<file path="src/rtl/prism_bus_pkg.sv">
// Shared definitions for the prism bus master: FSM states, access-size codes
// and the read-data mask used to zero-extend narrow reads.
package prism_bus_pkg;

    typedef enum logic [1:0] {
        ST_IDLE  = 2'b00,
        ST_WRITE = 2'b01,
        ST_READ  = 2'b10,
        ST_RESP  = 2'b11
    } state_e;

    localparam logic [1:0] SZ_8    = 2'b00;
    localparam logic [1:0] SZ_16   = 2'b01;
    localparam logic [1:0] SZ_32   = 2'b10;
    localparam logic [1:0] SZ_IDLE = 2'b11;

    function automatic logic [31:0] size_mask(input logic [1:0] size);
        case (size)
            SZ_8:    size_mask = 32'h0000_00FF;
            SZ_16:   size_mask = 32'h0000_FFFF;
            SZ_32:   size_mask = 32'hFFFF_FFFF;
            default: size_mask = 32'h0000_0000;
        endcase
    endfunction

endpackage

</file>
<file path="src/rtl/prism_bus_master.sv">
// Single-outstanding command-to-peripheral bus master with a registered response.
// Build macro PRISM_BUS_TIMEOUT_EN adds a read timeout of TIMEOUT_CYCLES strobe cycles.
//
// state    | meaning
// ---------+--------------------------------------------------
// ST_IDLE  | cmd_ready high, strobes idle, bus outputs hold
// ST_WRITE | write strobe active for exactly one cycle
// ST_READ  | read strobe held until bus_ready (or timeout)
// ST_RESP  | response held stable until rsp_ready
module prism_bus_master
    import prism_bus_pkg::*;
#(
    parameter int unsigned TIMEOUT_CYCLES = 16
) (
    input  logic        clk,
    input  logic        rst_n,
    input  logic        cmd_valid,
    output logic        cmd_ready,
    input  logic        cmd_write,
    input  logic [1:0]  cmd_size,
    input  logic [5:0]  cmd_addr,
    input  logic [31:0] cmd_wdata,
    output logic        rsp_valid,
    input  logic        rsp_ready,
    output logic [31:0] rsp_rdata,
    output logic        rsp_err,
    output logic [5:0]  bus_address,
    output logic [31:0] bus_wdata,
    output logic [1:0]  bus_write_n,
    output logic [1:0]  bus_read_n,
    input  logic [31:0] bus_rdata,
    input  logic        bus_ready,
    output logic        busy
);

    if ((TIMEOUT_CYCLES < 1) || (TIMEOUT_CYCLES > 255)) begin : g_timeout_range
        $error("prism_bus_master: TIMEOUT_CYCLES must be in 1..255");
    end

    state_e      state_q, state_d;
    logic [5:0]  addr_q, addr_d;
    logic [31:0] wdata_q, wdata_d;
    logic [1:0]  size_q, size_d;
    logic        rsp_valid_q, rsp_valid_d;
    logic [31:0] rdata_q, rdata_d;
    logic        err_q, err_d;

`ifdef PRISM_BUS_TIMEOUT_EN
    // Down-counter loaded with TIMEOUT_CYCLES-1 so terminal count falls on the last allowed strobe cycle.
    localparam logic [7:0] TMO_LOAD = 8'(TIMEOUT_CYCLES - 1);
    logic [7:0] tmo_q, tmo_d;
`endif

    always_comb begin
        state_d     = state_q;
        addr_d      = addr_q;
        wdata_d     = wdata_q;
        size_d      = size_q;
        rsp_valid_d = rsp_valid_q;
        rdata_d     = rdata_q;
        err_d       = err_q;
`ifdef PRISM_BUS_TIMEOUT_EN
        tmo_d       = tmo_q;
`endif
        unique case (state_q)
            ST_IDLE: begin
                if (cmd_valid) begin
                    addr_d  = cmd_addr;
                    wdata_d = cmd_wdata;
                    size_d  = cmd_size;
                    if (cmd_size == SZ_IDLE) begin
                        state_d     = ST_RESP;
                        rsp_valid_d = 1'b1;
                        rdata_d     = '0;
                        err_d       = 1'b1;
                    end else if (cmd_write) begin
                        state_d = ST_WRITE;
                    end else begin
                        state_d = ST_READ;
`ifdef PRISM_BUS_TIMEOUT_EN
                        tmo_d   = TMO_LOAD;
`endif
                    end
                end
            end
            ST_WRITE: begin
                state_d     = ST_RESP;
                rsp_valid_d = 1'b1;
                rdata_d     = '0;
                err_d       = 1'b0;
            end
            ST_READ: begin
                if (bus_ready) begin
                    state_d     = ST_RESP;
                    rsp_valid_d = 1'b1;
                    rdata_d     = bus_rdata & size_mask(size_q);
                    err_d       = 1'b0;
                end
`ifdef PRISM_BUS_TIMEOUT_EN
                else if (tmo_q == '0) begin
                    state_d     = ST_RESP;
                    rsp_valid_d = 1'b1;
                    rdata_d     = '0;
                    err_d       = 1'b1;
                end else begin
                    tmo_d = tmo_q - 8'd1;
                end
`endif
            end
            ST_RESP: begin
                if (rsp_ready) begin
                    state_d     = ST_IDLE;
                    rsp_valid_d = 1'b0;
                end
            end
            default: state_d = ST_IDLE;
        endcase
    end

    always_ff @(posedge clk or negedge rst_n) begin
        if (!rst_n) begin
            state_q     <= ST_IDLE;
            addr_q      <= '0;
            wdata_q     <= '0;
            size_q      <= SZ_IDLE;
            rsp_valid_q <= 1'b0;
            rdata_q     <= '0;
            err_q       <= 1'b0;
`ifdef PRISM_BUS_TIMEOUT_EN
            tmo_q       <= '0;
`endif
        end else begin
            state_q     <= state_d;
            addr_q      <= addr_d;
            wdata_q     <= wdata_d;
            size_q      <= size_d;
            rsp_valid_q <= rsp_valid_d;
            rdata_q     <= rdata_d;
            err_q       <= err_d;
`ifdef PRISM_BUS_TIMEOUT_EN
            tmo_q       <= tmo_d;
`endif
        end
    end

    // Strobes decode only registered state, so reset releases them asynchronously.
    assign bus_write_n = (state_q == ST_WRITE) ? size_q : SZ_IDLE;
    assign bus_read_n  = (state_q == ST_READ)  ? size_q : SZ_IDLE;
    assign bus_address = addr_q;
    assign bus_wdata   = wdata_q;
    assign cmd_ready   = (state_q == ST_IDLE);
    assign busy        = (state_q != ST_IDLE);
    assign rsp_valid   = rsp_valid_q;
    assign rsp_rdata   = rdata_q;
    assign rsp_err     = err_q;

endmodule

</file>
<file path="config.mk">
export PLATFORM = sky130hd
export DESIGN_NAME = prism_bus_master
export DESIGN_NICKNAME = d
export VERILOG_FILES = /design/src/rtl/prism_bus_pkg.sv /design/src/rtl/prism_bus_master.sv
export SDC_FILE = /design/constraint.sdc
export NUM_CORES = 1
export LEC_CHECK = 0
export ABC_AREA = 1
export CAP_MARGIN = 40
export CORE_MARGIN = 5
export CORE_UTILIZATION = 47
export DETAILED_ROUTE_END_ITERATION = 12
export PLACE_DENSITY = 0.84
export SYNTH_ARGS = -nofsm -noshare
export SYNTH_HDL_FRONTEND = slang
export SYNTH_SLANG_ARGS = --single-unit
</file>
<file path="constraint.sdc">
create_clock -name clk -period 4.15 [get_ports clk]
set_input_delay 0.415 -clock clk [delete_from_list [all_inputs] [get_ports clk]]
set_output_delay 0.415 -clock clk [all_outputs]
set_load 0.1 [all_outputs]
</file>
## Yosys cells after proc, flatten, opt, wreduce, memory -nomap -nowiden

Cells that the tools add are included.

- Register bits: 76
- Bits of input ports: 78
- Output and inout bits: 78
- Word-level logic and storage cells: 48

- Equality and inequality tests: 10
- Mux-type cells: 22
- Bitwise gates (word level): 1
- Reductions and logical operators: 8

Operators by type and width:

| kind | number |
|---|---|
| 32-bit case mux with 3 select lines | 2 |
| 32-bit two-way mux | 5 |
| 32-bit AND | 1 |
| 2-bit two-way mux | 7 |
| 2-bit == test, second input constant | 4 |
| 2-bit case mux with 4 select lines | 1 |
| 4-bit AND reduction | 2 |
| 2-bit inequality test, second input constant | 3 |
| 1-bit two-way mux | 5 |
| 2-bit by 1-bit == test with 1-bit output, second input constant | 2 |
| 2-bit zero test | 2 |
| 1-bit case mux with 4 select lines | 1 |
| 1-bit case mux with 3 select lines | 1 |
| 3-bit AND reduction | 1 |
| 3-bit nonzero test | 1 |
| 2-bit by 1-bit inequality test with 1-bit output, second input constant | 1 |
| 2-bit AND reduction | 1 |
| 2-bit nonzero test | 1 |

## Longest topological paths before layout

- Depth after elaboration: 7
- Mapped depth: 8
- Mapped depth without buffers: 8

## Worst setup path before layout

OpenSTA, ideal clock, no wires.

- Path kind: reg2reg
- Start: register state_q[0]
- End: register rdata_q[11] (netlist: rsp_rdata[11])
- Setup time: 0.121 ns
- Arrival: 2.043 ns
- Required time: 4.029 ns
- Setup slack: 1.986 ns
- Stages on the path, launching flop included: 9
- Path buffers: 1
- Cell sequence: dfrtp_1 > inv_1 > ha_1 > nand2_1 > nand2_2 > inv_4 > buf_4 > nand3_1 > nand2_1

- Word-level cells in the longest chain between the ends: 3
- Elaborated cells on any way between the ends: 9
- Classes of those cells: 5 x eq/ne; 1 x mux; 3 x reduce/logical

Ends and longest elaborated chain:

| item | line | source |
|---|---|---|
| start: declaration | prism_bus_master.sv:40 | `state_e state_q, state_d;` |
| start signal: assignment | prism_bus_master.sv:133 | `state_q <= state_d;` |
| 2-bit zero test * | - |  |
| via cmd_ready | prism_bus_master.sv:18 | `output logic cmd_ready,` |
| 2-bit by 1-bit inequality test with 1-bit output (no line) (tied with other cells) | - |  |
| 4-bit AND reduction (no line) | - |  |
| end signal: assignment | prism_bus_master.sv:138 | `rdata_q <= rdata_d;` |
| end: declaration | prism_bus_master.sv:45 | `logic [31:0] rdata_q, rdata_d;` |

Mark *: on every way through the listed nets, which the timed path passes. The rest lies on a longest branch.
A chain may end at the register's enable or synchronous reset.

## Final worst setup path

- Start: register state_q[0]
- End: output port bus_read_n[1]

- Word-level cells in the longest chain between the ends: 2

Ends and longest elaborated chain:

| item | line | source |
|---|---|---|
| 2-bit == test | prism_bus_master.sv:148 | `assign bus_read_n = (state_q == ST_READ) ? size_q : SZ_IDLE;` |
| 2-bit two-way mux | prism_bus_master.sv:148 |  |
| end: declaration | prism_bus_master.sv:30 | `output logic [1:0] bus_read_n,` |

Every way passes these cells.

==> results.toml <==
[global_route]
grtUsageMet2_pct = 48.5
grt_pass1_wl_um = 21800
grtUsageTotal_pct = 27.8
met3_usage_pct = 7.92
first_global_vias = 4422
met1_usage_pct = 32.3
grt_max_degree = 65
grt-ovfl-total = 0
top_usage_layer = "met2"
antenna_found_initial = 0

[finish]
nNetsFinal = 787
final_layout_size_suffix_gt1_share_pct = 15.3
antennaDiodeCount = 0
stdcell_area_um2 = 6960
area_delta_synth_final_pct = 84.1
fillers = 323

[sta]
fin_crit_ps = 2470
rsz0062_at_grt = "no"
setup_viol = 0
setup_tns_ps = 0
fin_worst_skew_ps = 7.80
hold_viol = 0
slew_headroom_pct = 43.6
worst_slew_pin_slew_ps = 844
timing.fmax_ghz = 0.404
fin_crit_sh_pct = 59.6
slew_violations = 0

[clock_tree]
cts_tree = "yes"
htreeDepth = 3
cts_buffers = 9
cts.sinks = 76
cts.path.max_buffers = 2
hold_buffers = 1
cts_resized = 0
cts_setup_buffers = 0
clockRootBuffer = "clkbuf_8"
clock_latency_ps = 350
clk_pin_slew_ps = 80

[logic_synthesis]
synthFlopType = "dfrtp_1"
synthTopCellsByArea = "dfrtp_1, nand2_1, nand3_1"
synth_seq_cells = 76
synth_fa_ha_area_share_pct = 2.98
ys_async_sr_fraction_pct = 100
synthMuxAreaShare_pct = 0
ys_types = 18
synth_top_cell_by_area = "dfrtp_1"
synth_top_family_by_area = "simple AND/OR/NAND/NOR gates"
yosys.area_share.simple_pct = 27.5
syn_area_per_cell_um2 = 7.91
syn_inst = 478
synth_top_area_share_pct = 49.0
synth.yosys.warnings = 0
syn_area_um2 = 3780
synth-edff-count = 0
synthTopCellsByCount = "nand2_1, inv_1, dfrtp_1"
synth_seq_area_share_pct = 50.4
synth-xor-area-share_pct = 0
synth_compound_gate_area_share_pct = 7.45
synth_most_common_cell = "nand2_1"
synth_nets = 565

[route]
remaining_drc_errors = 0
detail_route.wl_per_cell_um = 16.8
num_vias = 4098
drtIter0Drc = 203
dr.pass1.iters = 5
routed_wl_um = 13500
ant_nets = 0
routed_via_density = 5.08

[critical_path]
worstPathRequired_ps = 3730
cp.arrival_ps = 2060
rr_startpoint = "state_q[0]"
crit_fanout = 5
path_class = "reg -> out"
end_kind = "primary output"
cp-start-kind = "register"
r2r_slack_ps = 1740
reg2reg_to = "size_q[1]"
reg2regPathDepth = 6

[run_status]
outcome = "complete, no violations"

[hold_path]
hp-class = "in -> async"

[floorplanning]
die_w_um = 99.7
rows = 32
core_um2 = 7770
die_area_um2 = 9930
io_pins = 156
start_util_pct = 48.6
die_h_um = 99.7

[placement]
placed_area_um2 = 6760
dp_hpwl_um = 10200
numPortBuffers = 155
gp_congestion = 0.758

[job]
maxCapViolCount = 0
==> layout by cell type (no fill, tap or decap), types with 12 or more instances in the layout <==
cell type and n:
clkdlybuf4s50_1 153, nand2_1 138, inv_1 79, dfrtp_1 74, nand3_1 71, buf_8 58
nor2_1 35, o21bai_1 34, buf_16 20, clkbuf_8 12
==> stage by stage <==
step                      hold WS (ps)  std cells  utilization [%]  setup WS, ps
after floorplan                    119        478                -          1990
after global placement             453        712             68.7          1560
after detailed placement           283        790             87.0          1510
after CTS                          469        807             89.6          1670
after global routing               478        807             89.6          1590
final                              464        807             89.6          1680
==> kinds of logic after synthesis <==
group	Yosys count
adder cells (fa/ha/maj)	9
buffers and inverters	107
flip-flops	76
AND/OR/NAND/NOR	249
AO/OA/AOI/OAI	37
==> layer usage <==
layer	share of wire [%]	wire, um	up-vias
met5	0	0	-
met4	3.3	441	0
met3	9.0	1230	38
met2	51	6900	230
met1	37	4970	1937
li1	-	-	1893
==> area by class of cell <==
class,instances,area (um2),area share (%)
well taps,102,128,1.83
repair buffers,237,3000,43.1
multi-input cells,295,1430,20.6
flip-flops and latches,76,1900,27.4
clock buffers,12,165,2.37
inverters,81,307,4.41
clock inverters,4,22.5,0.324
==> sequential cells by signal (all words and copies together), names as in the netlist <==
signal       cells
state_q          2
bus_address      6
bus_wdata       32
size_q           2
rsp_err          1
rsp_rdata       32
rsp_valid        1
==> worst max-delay path: stages (launching register included) <==
cell and delay, ps:
dfrtp_1 430, inv_1 120, ha_1 280, nand2_1 130, clkdlybuf4s50_1 530, buf_8 210
==> worst max path at each step <==
stage / start / to / depth (start not counted)
2_1_floorplan: state_q[0] / rsp_rdata[11] / 8
3_3_place_gp: cmd_valid / state_q[0] / 9
3_5_place_dp: cmd_valid / state_q[1] / 9
4_1_cts: state_q[0] / bus_read_n[1] / 5
5_1_grt: state_q[1] / size_q[1] / 6
6_report: state_q[0] / bus_read_n[1] / 5
Power is left out: the tool's default activity adds up to more than one toggle a clock period on the data nets, which glitch-free logic cannot reach.
